`src/rtl/conv_kernel_pkg.sv`:
```
// Shared types and helpers for the convolution kernel weight path.
package conv_kernel_pkg;

  localparam int unsigned DEF_KERNEL_WEIGHT_BITS = 6;
  localparam int unsigned DEF_KERNEL_SIZE        = 3;
  localparam int unsigned DEF_IN_CHANNELS        = 6;
  localparam int unsigned DEF_OUT_CHANNELS       = 6;

  typedef enum logic [1:0] {
    IDLE  = 2'd0,
    FETCH = 2'd1,
    DRAIN = 2'd2
  } fetch_state_t;

  function automatic int unsigned kernel_positions(input int unsigned k);
    return k * k;
  endfunction

  // Extract weight field idx (channel 0 in the LSBs) from a packed word.
  function automatic logic [31:0] weight_field(input logic [255:0] word,
                                               input int unsigned  idx,
                                               input int unsigned  bits);
    logic [255:0] sh;
    sh = word >> (idx * bits);
    return 32'(sh) & ((32'd1 << bits) - 32'd1);
  endfunction

endpackage

```
`src/rtl/kernel_fetch_fifo.sv`:
```
// Two-entry register FIFO holding a weight word with its kernel position tags.
module kernel_fetch_fifo #(
  parameter int unsigned DATA_WIDTH = 36,
  parameter int unsigned POS_WIDTH  = 2
) (
  input  logic                  clk,
  input  logic                  rst_n,
  input  logic                  push_i,
  input  logic [DATA_WIDTH-1:0] push_data_i,
  input  logic [POS_WIDTH-1:0]  push_kx_i,
  input  logic [POS_WIDTH-1:0]  push_ky_i,
  input  logic                  push_last_i,
  input  logic                  pop_i,
  output logic                  valid_o,
  output logic [DATA_WIDTH-1:0] head_data_o,
  output logic [POS_WIDTH-1:0]  head_kx_o,
  output logic [POS_WIDTH-1:0]  head_ky_o,
  output logic                  head_last_o,
  output logic [1:0]            count_o
);

  logic [DATA_WIDTH-1:0] data_q [2];
  logic [POS_WIDTH-1:0]  kx_q   [2];
  logic [POS_WIDTH-1:0]  ky_q   [2];
  logic                  last_q [2];
  logic                  wr_ptr_q, rd_ptr_q;
  logic [1:0]            count_q;

  // Storage is cleared on reset so the head reads as zero out of reset.
  always_ff @(posedge clk or negedge rst_n) begin
    if (!rst_n) begin
      for (int i = 0; i < 2; i++) begin
        data_q[i] <= '0;
        kx_q[i]   <= '0;
        ky_q[i]   <= '0;
        last_q[i] <= 1'b0;
      end
      wr_ptr_q <= 1'b0;
      rd_ptr_q <= 1'b0;
      count_q  <= 2'd0;
    end else begin
      if (push_i) begin
        data_q[wr_ptr_q] <= push_data_i;
        kx_q[wr_ptr_q]   <= push_kx_i;
        ky_q[wr_ptr_q]   <= push_ky_i;
        last_q[wr_ptr_q] <= push_last_i;
        wr_ptr_q         <= ~wr_ptr_q;
      end
      if (pop_i) begin
        rd_ptr_q <= ~rd_ptr_q;
      end
      count_q <= count_q + 2'(push_i) - 2'(pop_i);
    end
  end

  assign valid_o     = (count_q != 2'd0);
  assign head_data_o = data_q[rd_ptr_q];
  assign head_kx_o   = kx_q[rd_ptr_q];
  assign head_ky_o   = ky_q[rd_ptr_q];
  assign head_last_o = last_q[rd_ptr_q];
  assign count_o     = count_q;

endmodule

```
`src/rtl/kernel_weight_fetcher.sv`:
```
// Streams the KERNEL_SIZE^2 weight words of one input channel from the kernel BRAM.
module kernel_weight_fetcher
  import conv_kernel_pkg::*;
#(
  parameter int unsigned KERNEL_WEIGHT_BITS = DEF_KERNEL_WEIGHT_BITS,
  parameter int unsigned KERNEL_SIZE        = DEF_KERNEL_SIZE,
  parameter int unsigned IN_CHANNELS        = DEF_IN_CHANNELS,
  parameter int unsigned OUT_CHANNELS       = DEF_OUT_CHANNELS,
  parameter int unsigned DATA_WIDTH         = KERNEL_WEIGHT_BITS * OUT_CHANNELS,
  parameter int unsigned ADDR_WIDTH         = (IN_CHANNELS * KERNEL_SIZE * KERNEL_SIZE > 1) ?
                                              $clog2(IN_CHANNELS * KERNEL_SIZE * KERNEL_SIZE) : 1,
  parameter int unsigned CH_WIDTH           = (IN_CHANNELS > 1) ? $clog2(IN_CHANNELS) : 1,
  parameter int unsigned POS_WIDTH          = (KERNEL_SIZE > 1) ? $clog2(KERNEL_SIZE) : 1
) (
  input  logic                  clk,
  input  logic                  rst_n,
  input  logic                  start,
  input  logic [CH_WIDTH-1:0]   channel,
  output logic                  busy,
  output logic                  done,
  output logic                  error,
  output logic                  bram_en,
  output logic                  bram_we,
  output logic [ADDR_WIDTH-1:0] bram_addr,
  output logic [DATA_WIDTH-1:0] bram_data_in,
  input  logic [DATA_WIDTH-1:0] bram_data_out,
  output logic                  w_valid,
  input  logic                  w_ready,
  output logic [DATA_WIDTH-1:0] w_data,
  output logic [POS_WIDTH-1:0]  w_kx,
  output logic [POS_WIDTH-1:0]  w_ky,
  output logic                  w_last
);

  localparam int unsigned          KPOS    = kernel_positions(KERNEL_SIZE);
  localparam logic [POS_WIDTH-1:0] POS_MAX = POS_WIDTH'(KERNEL_SIZE - 1);

  fetch_state_t          state_q, state_d;
  logic [ADDR_WIDTH-1:0] base_q, base_d;
  logic [POS_WIDTH-1:0]  kx_q, kx_d, ky_q, ky_d;
  logic                  error_q, error_d;
  logic                  inflight_q;
  logic [POS_WIDTH-1:0]  infl_kx_q, infl_ky_q;
  logic                  infl_last_q;
  logic                  issue, last_pos, fifo_pop;
  logic [1:0]            fifo_count;

  assign last_pos = (kx_q == POS_MAX) && (ky_q == POS_MAX);

  // Next-state, read issue and done generation.
  always_comb begin
    state_d = state_q;
    base_d  = base_q;
    kx_d    = kx_q;
    ky_d    = ky_q;
    error_d = 1'b0;
    issue   = 1'b0;
    done    = 1'b0;
    unique case (state_q)
      IDLE: begin
        if (start) begin
          if (32'(channel) < IN_CHANNELS) begin
            base_d  = ADDR_WIDTH'(32'(channel) * KPOS);
            kx_d    = '0;
            ky_d    = '0;
            state_d = FETCH;
          end else begin
            error_d = 1'b1;
          end
        end
      end
      FETCH: begin
        // Only issue when the read is guaranteed a FIFO slot on arrival.
        if (({1'b0, fifo_count} + {2'b00, inflight_q}) < 3'd2) begin
          issue = 1'b1;
          if (last_pos) begin
            state_d = DRAIN;
          end else if (kx_q == POS_MAX) begin
            kx_d = '0;
            ky_d = ky_q + POS_WIDTH'(1);
          end else begin
            kx_d = kx_q + POS_WIDTH'(1);
          end
        end
      end
      DRAIN: begin
        if ((fifo_count == 2'd0) && !inflight_q) begin
          done    = 1'b1;
          state_d = IDLE;
        end
      end
      default: state_d = IDLE;
    endcase
  end

  always_ff @(posedge clk or negedge rst_n) begin
    if (!rst_n) begin
      state_q     <= IDLE;
      base_q      <= '0;
      kx_q        <= '0;
      ky_q        <= '0;
      error_q     <= 1'b0;
      inflight_q  <= 1'b0;
      infl_kx_q   <= '0;
      infl_ky_q   <= '0;
      infl_last_q <= 1'b0;
    end else begin
      state_q    <= state_d;
      base_q     <= base_d;
      kx_q       <= kx_d;
      ky_q       <= ky_d;
      error_q    <= error_d;
      inflight_q <= issue;
      if (issue) begin
        infl_kx_q   <= kx_q;
        infl_ky_q   <= ky_q;
        infl_last_q <= last_pos;
      end
    end
  end

  assign busy         = (state_q != IDLE);
  assign error        = error_q;
  assign bram_en      = issue;
  assign bram_we      = 1'b0;
  assign bram_data_in = '0;
  assign bram_addr    = issue ? (base_q + ADDR_WIDTH'(ky_q) * ADDR_WIDTH'(KERNEL_SIZE)
                                 + ADDR_WIDTH'(kx_q)) : '0;
  assign fifo_pop     = w_valid & w_ready;

  kernel_fetch_fifo #(
    .DATA_WIDTH(DATA_WIDTH),
    .POS_WIDTH (POS_WIDTH)
  ) u_fifo (
    .clk        (clk),
    .rst_n      (rst_n),
    .push_i     (inflight_q),
    .push_data_i(bram_data_out),
    .push_kx_i  (infl_kx_q),
    .push_ky_i  (infl_ky_q),
    .push_last_i(infl_last_q),
    .pop_i      (fifo_pop),
    .valid_o    (w_valid),
    .head_data_o(w_data),
    .head_kx_o  (w_kx),
    .head_ky_o  (w_ky),
    .head_last_o(w_last),
    .count_o    (fifo_count)
  );

endmodule

```
`config.mk`:
```
export PLATFORM = sky130hd
export DESIGN_NAME = kernel_weight_fetcher
export DESIGN_NICKNAME = d
export VERILOG_FILES = /design/src/rtl/conv_kernel_pkg.sv /design/src/rtl/kernel_fetch_fifo.sv /design/src/rtl/kernel_weight_fetcher.sv
export SDC_FILE = /design/constraint.sdc
export NUM_CORES = 1
export LEC_CHECK = 0
export CAP_MARGIN = 20
export CORE_ASPECT_RATIO = 2
export CORE_MARGIN = 2
export CORE_UTILIZATION = 49
export DETAILED_ROUTE_END_ITERATION = 12
export GPL_TIMING_DRIVEN = 0
export PLACE_DENSITY = 0.83
export SLEW_MARGIN = 25
export SYNTH_ARGS = -nofsm -noshare
export SYNTH_HDL_FRONTEND = slang
export SYNTH_SLANG_ARGS = --single-unit
```
`constraint.sdc`:
```
create_clock -name clk -period 3.7 [get_ports clk]
set_clock_uncertainty 0.15 [all_clocks]
set_input_delay 0.74 -clock clk [delete_from_list [all_inputs] [get_ports clk]]
set_output_delay 0.74 -clock clk [all_outputs]
set_load 0.02 [all_outputs]
```
==> results of run 1 <==
-- through the flow --
| stage | cell area (µm²) | setup slack, ps | utilization | hold slack (ps) |
|---|---|---|---|---|
| after floorplan | 5120 | 12.6 | - | 294 |
| after global placement | 6230 | -1830 | 0.622 | 313 |
| after detailed placement | 6260 | -559 | 0.625 | 327 |
| after CTS | 6600 | -281 | 0.659 | 91.8 |
| after global routing | 6620 | -384 | 0.661 | 85.9 |
| final | 6620 | -249 | 0.661 | 90.5 |
-- final cells by class --
type,instances,area [µm²],area share
Buffer,54,368,0.0555
Clock buffer,11,243,0.0367
Clock inverter,5,33.8,0.00510
Inverter,12,45.0,0.00680
Multi-Input combinational cell,238,2190,0.331
Sequential cell,102,2550,0.386
Tap cell,135,169,0.0255
Timing Repair Buffer,101,1020,0.154
-- cells in the final DEF (no fill, tap or decap), types with 3 or more instances in the layout --
cell type        synthesis  routed
xor2_1                   4       4
buf_2                   15      15
ha_1                    12      11
clkdlybuf4s50_1          0      88
nand2_1                  9       9
dfrtp_1                102     101
buf_4                   37      43
inv_1                   12      11
a21o_1                   3       3
clkbuf_16                0       9
mux2_2                 125     125
and3_1                   4       3
mux2_1                   5       5
nor2_1                  10      10
buf_6                    1       6
conb_1                   1      37
o21ai_0                  3       3
-- state kept, by name, summed over array words and instances (netlist names), 2 cells and up --
signal          cells
u_fifo.data_q      72
base_q              3
u_fifo.ky_q         4
u_fifo.last_q       2
u_fifo.count_o      2
u_fifo.kx_q         4
infl_ky_q           2
state_q             2
ky_q                2
infl_kx_q           2
kx_q                2
-- what timing repair did --
action                     CTS  global route
setup endpoints to repair    5             4
pin swaps                   11             9
gates resized for setup     32             2
setup buffers                5             1
-- metal layers --
layer  vias to the layer above  wire length (µm)
met5                         -                 0
met4                         0               420
met3                        24               420
met2                       103              6010
met1                      1605              3750
li1                       1503                 -
-- cells by family (layout without fill, tap and decap cells) --
family / count (synthesis) / after routing
buffers and inverters: 66 / 183
other: 1 / 37
muxes: 130 / 130
AOI/OAI and AO/OA: 17 / 17
xor gates and xnor gates: 7 / 7
adders and majority gates: 15 / 15
and+or+nand+nor: 32 / 32
DFF: 102 / 102
-- power by group through the flow --
stage | logic (mW) | clock network [mW] | registers [mW]
3_3_place_gp | 3.57 | 0 | 1.94
3_5_place_dp | 3.65 | 0 | 1.99
4_1_cts | 3.80 | 0.897 | 1.97
5_1_grt | 4.10 | 0.955 | 2.05
2_1_floorplan | 2.40 | 0 | 1.89
6_report | 3.81 | 0.886 | 1.97
-- path summary, 6_finish.rpt --
path	startpoint	end	slack (ps)	depth (start not counted)
worst max-delay path	ky_q[0]$_DFFE_PN0P_	bram_addr[5]	-250	11
worst min-delay path	rst_n	u_fifo.data_q[3]$_DFFE_PN0P_	90	1
worst max register to register	u_fifo.count_o[1]$_DFF_PN0_	u_fifo.count_o[1]$_DFF_PN0_	1720	7
worst min register to register	u_fifo.data_q[64]$_DFFE_PN0P_	u_fifo.data_q[64]$_DFFE_PN0P_	340	1
max in group asynchronous	rst_n	ky_q[0]$_DFFE_PN0P_	2610	2
min in group clk	u_fifo.data_q[64]$_DFFE_PN0P_	u_fifo.data_q[64]$_DFFE_PN0P_	340	1
==> run summary, run 1 <==
Outcome: complete, but fails checks
Failing checks: setup timing
Full die area: 0.0110 mm²
Critical path launch point type: register
WP buf/inv: 3
Ys async rst share: 1.00
Total gr overflow: 0
Chip Width: 75.3 µm
Cell Count, Final, Fillers Out: 658
Initial antenna violation count: 0
Yosys top cell by area: dfrtp_1
Placed cell count: 636
Clock sink count: 102
Cells after synthesis: 370
Adder-Cell Fraction of Synth Area: 0.0421
Final slew viol count: 0
Setup TNS Final: -705 ps
Power density cells: 1010 mW/mm²
Worst Path Required: 2810 ps
Post-synth top area share: 0.512
Final setup vio count: 4
Critical Path AT: 3060 ps
Detailed placement HPWL: 7670 µm
Sw power: 2.45 mW
Most common cell in the netlist: mux2_2
DRT antenna net count: 0
GR peak layer: met2
Int Power: 4.22 mW
Pin count of the biggest net entering global routing: 81
XOR/XNOR Fraction of Synth Area: 0.0123
Setup Crit Path Kind: register to primary output
Post-CTS Hold Fix Bufs: 0
Top post-synthesis cells by area: dfrtp_1, mux2_2, buf_4, ha_1, buf_2
Post-synth cell types: 33
Worst setup EP type: primary output
Proportion of synthesized area in mux cells: 0.294
Simple-gate share of the synthesized area: 0.0336
Vias in the first global route: 3,472
Routed wire length: 10,600 µm
Compound-Gate Fraction of Synth Area: 0.0231
Drt first pass iters: 4
Fmax: 253 MHz
Post-synthesis register bit count: 102
Met2 GRT Util: 0.366
Max Cap Viol: 0
Post-synthesis sequential area ratio: 0.512
NumNets Final: 576
Most used cell, CP: fa_1
Crit path max-delay cell type: fa_1
Worst-Skew Late Latency: 340 ps
Worst-path fanout max: 2
DR vias/cell: 4.92
Longest Clk Path Bufs: 2
DIE HEIGHT: 147 µm
IO Port Bufs: 94
Pleak: 3.02 nW
Gate power share: 0.571
Row cnt: 52
Largest family of logic cells by synthesized area: multiplexers
RSZ-0062 raised after global routing: true
Worst VDD drop: 799 µV
CTS tree: done
Met3 Resource Use GR: 0.0414
CP max stage delay: 530 ps
CP cell instances: fa_1, inv_1, fa_1, inv_2, ha_4, fa_2, a21o_1, a21oi_2, xor2_1, nor2_1, buf_4
Cell Area, Synth: 0.00499 mm²
Htree depth: 3
Final RePlAce weighted congestion: 0.781
Area Growth Syn to Fin: 32.8%
Via Count: 3,235
Initial Util: 0.498
Post-route DRC violation count: 0
GR Util met1: 0.214
Layout cells sized above 1: 0.413
Sequential Power Share: 0.296
Fill cells: 793
GRT Total Usage: 0.204
Worst-path clk slew: 70 ps
Top delay family on crit path: adder cells
Io pins: 132
Post-layout minimum cycle time: 3950 ps
First-pass GRT wire length: 16,900 µm
Clock share of power: 0.133
Tot Pwr: 6.67 mW
Mean Syn Cell Area: 13.5 µm²
Switch share: 0.368
Hold Vio Cnt, Final: 0
Inserted Clock Buffers: 9
Warning count from the yosys run: 0
Worst min path class: primary input to async pin
CORE AREA: 0.0100 mm²
Post-DR wirelength/cell: 16.1 µm
Worst setup margin: -249 ps
Tcrit/Tclk final: 1.07
Post-synth EDFFs: 0
Main synth FF type: dfrtp_1
CTS root buffer: clkbuf_16
Antenna Cells: 0
Synth cell count leaders: mux2_2, dfrtp_1, buf_4
DRT iter0 DRCs: 141
(Power assumes the default switching activity.)
==> inputs of run 2 (changes only) <==
- clock period: 3.7 -> 3.8 ns (I/O delays scaled with it)
==> run 2 against run 1 <==
Effect of this change: the run still ends with setup timing left; combinational power is 4% lower; flip-flop and latch count stayed put; clock-buffer cell count is the same; cell count shrank 0.15%; via count shrank 0.22%; hold slack better by 23 ps; global-route usage shrank 0.30 points; design area shrank 0.38%; sequential share of layout area increased by 0.15 points; clock power is 3.0% lower; register-to-register slack gained 100 ps.
==> run summary, run 2 (synthesis gave the netlist of run 1 again) <==
Post-layout minimum cycle time: 3970 ps
CTS tree: done
Full die area: 0.0110 mm²
Int Power: 4.07 mW
Initial antenna violation count: 0
Critical path launch point type: register
Commonest cells after routing, fill and taps aside: mux2_2, dfrtp_1, clkdlybuf4s50_1
Met3 Resource Use GR: 0.0373
Crit path max-delay cell type: fa_1
Via Count: 3,228
Worst-path fanout max: 2
Final slew viol count: 0
Worst-Skew Late Latency: 330 ps
Inserted Clock Buffers: 9
Worst Path Required: 2890 ps
Layout cells sized above 1: 0.410
Final RePlAce weighted congestion: 0.781
Setup Crit Path Kind: register to primary output
Met2 GRT Util: 0.364
Hold Vio Cnt, Final: 0
GR Util met1: 0.216
NumNets Final: 575
Tcrit/Tclk final: 1.04
Antenna Cells: 0
Reg with most FFs: u_fifo.data_q
IO Port Bufs: 94
Dpl cell area: 0.00626 mm²
Total gr overflow: 0
Worst setup margin: -170 ps
Layout Cell Area excl Fill: 0.00660 mm²
Area Growth Syn to Fin: 32.3%
GRT Total Usage: 0.201
Top delay family on crit path: adder cells
Placed cell count: 636
Max Cap Viol: 0
Final core area utilization: 0.658
Fmax: 252 MHz
Critical Path AT: 3060 ps
FF+latch area: 0.00255 mm²
CP cell instances: fa_1, inv_1, fa_1, inv_1, ha_2, fa_2, a21o_1, a21oi_2, xor2_1, nor2_1, buf_4
Cell Count, Final, Fillers Out: 657
DRT antenna net count: 0
Max FFs per register: 72
Post-route DRC violation count: 0
Clock share of power: 0.134
Clock sink count: 102
Longest Clk Path Bufs: 2
Post-DR wirelength/cell: 15.8 µm
CORE AREA: 0.0100 mm²
Chip Width: 75.3 µm
Largest regs: u_fifo.data_q (72), u_fifo.kx_q (4), u_fifo.ky_q (4)
Sw power: 2.35 mW
DR vias/cell: 4.91
Sequential Power Share: 0.299
Row cnt: 52
Outcome: complete, but fails checks
Fill cells: 793
Switch share: 0.366
Gate power share: 0.567
Worst min path class: primary input to async pin
Vias in the first global route: 3,430
Setup TNS Final: -330 ps
Htree depth: 3
Post-CTS Hold Fix Bufs: 0
Worst-path clk slew: 70 ps
DRT iter0 DRCs: 149
GR peak layer: met2
Io pins: 132
Most common cell after layout, fill and taps aside: mux2_2
DIE HEIGHT: 147 µm
Initial Util: 0.498
Power density cells: 973 mW/mm²
CTS root buffer: clkbuf_16
Pin count of the biggest net entering global routing: 81
WP buf/inv: 3
Worst VDD drop: 746 µV
Drt first pass iters: 5
Multi-input logic area: 0.00218 mm²
Routed wire length: 10,400 µm
Pleak: 3.01 nW
CP max stage delay: 530 ps
Detailed placement HPWL: 7670 µm
RSZ-0062 raised after global routing: true
WHS: 113 ps
Final setup vio count: 3
Failing checks: setup timing
Worst setup EP type: primary output
First-pass GRT wire length: 16,700 µm
==> run 2: cell count changes in the layout (fill, tap and decap cells not counted) <==
cell	change
ha_2	+1
inv_2	-1
ha_4	-1
buf_4	+1
buf_6	-2
inv_1	+1
==> run 2: cell type report <==
class | instances | area share
flip-flops and latches | 102 | 0.387
multi-input cells | 238 | 0.331
repair buffers | 100 | 0.152
plain buffers | 54 | 0.0558
clock buffers | 11 | 0.0368
well taps | 135 | 0.0256
inverters | 12 | 0.00683
clock inverters | 5 | 0.00512
==> run 2: per-layer routing <==
layer  part of all wire  routed length, µm
met5                  0                  0
met4              0.029                302
met3              0.039                405
met2               0.58               5980
met1               0.36               3700
==> run 2: final timing paths <==
kind / cells after the start / slack [ps] / end / startpoint
worst max-delay path: 11 / -170 / bram_addr[5] / ky_q[0]$_DFFE_PN0P_
worst min-delay path: 1 / 110 / u_fifo.data_q[3]$_DFFE_PN0P_ / rst_n
worst max register to register: 7 / 1820 / u_fifo.count_o[1]$_DFF_PN0_ / u_fifo.count_o[1]$_DFF_PN0_
worst min register to register: 1 / 340 / u_fifo.data_q[64]$_DFFE_PN0P_ / u_fifo.data_q[64]$_DFFE_PN0P_
max in group asynchronous: 2 / 2710 / ky_q[0]$_DFFE_PN0P_ / rst_n
min in group clk: 1 / 340 / u_fifo.data_q[64]$_DFFE_PN0P_ / u_fifo.data_q[64]$_DFFE_PN0P_
==> run 2: metrics by stage <==
stage          worst slack [ps]  power [mW]
2_1_floorplan              92.6        4.18
3_3_place_gp              -1750        5.37
3_5_place_dp               -479        5.50
4_1_cts                    -211        6.43
5_1_grt                    -303        6.85
6_report                   -170        6.42
==> run 2: timing repair <==
item / CTS / global route
resized for setup: 27 / 3
pin swaps: 7 / 6
setup buffers: 3 / 2
endpoints found under the setup margin: 5 / 4
==> run 2: worst register-to-register path, cell delays in order (launching register included) <==
cell and delay (ps):
dfrtp_1 420, or2_2 340, and2_1 200, ha_1 280, inv_1 40, ha_1 190, xnor2_1 160, xnor2_1 130
==> run 2: power by group through the flow <==
stage          Clock, mW  Combinational, mW  Sequential [mW]
3_5_place_dp           0               3.55             1.94
6_report           0.859               3.64             1.92
2_1_floorplan          0               2.34             1.84
3_3_place_gp           0               3.48             1.89
4_1_cts            0.873               3.64             1.92
5_1_grt            0.928               3.93             1.99
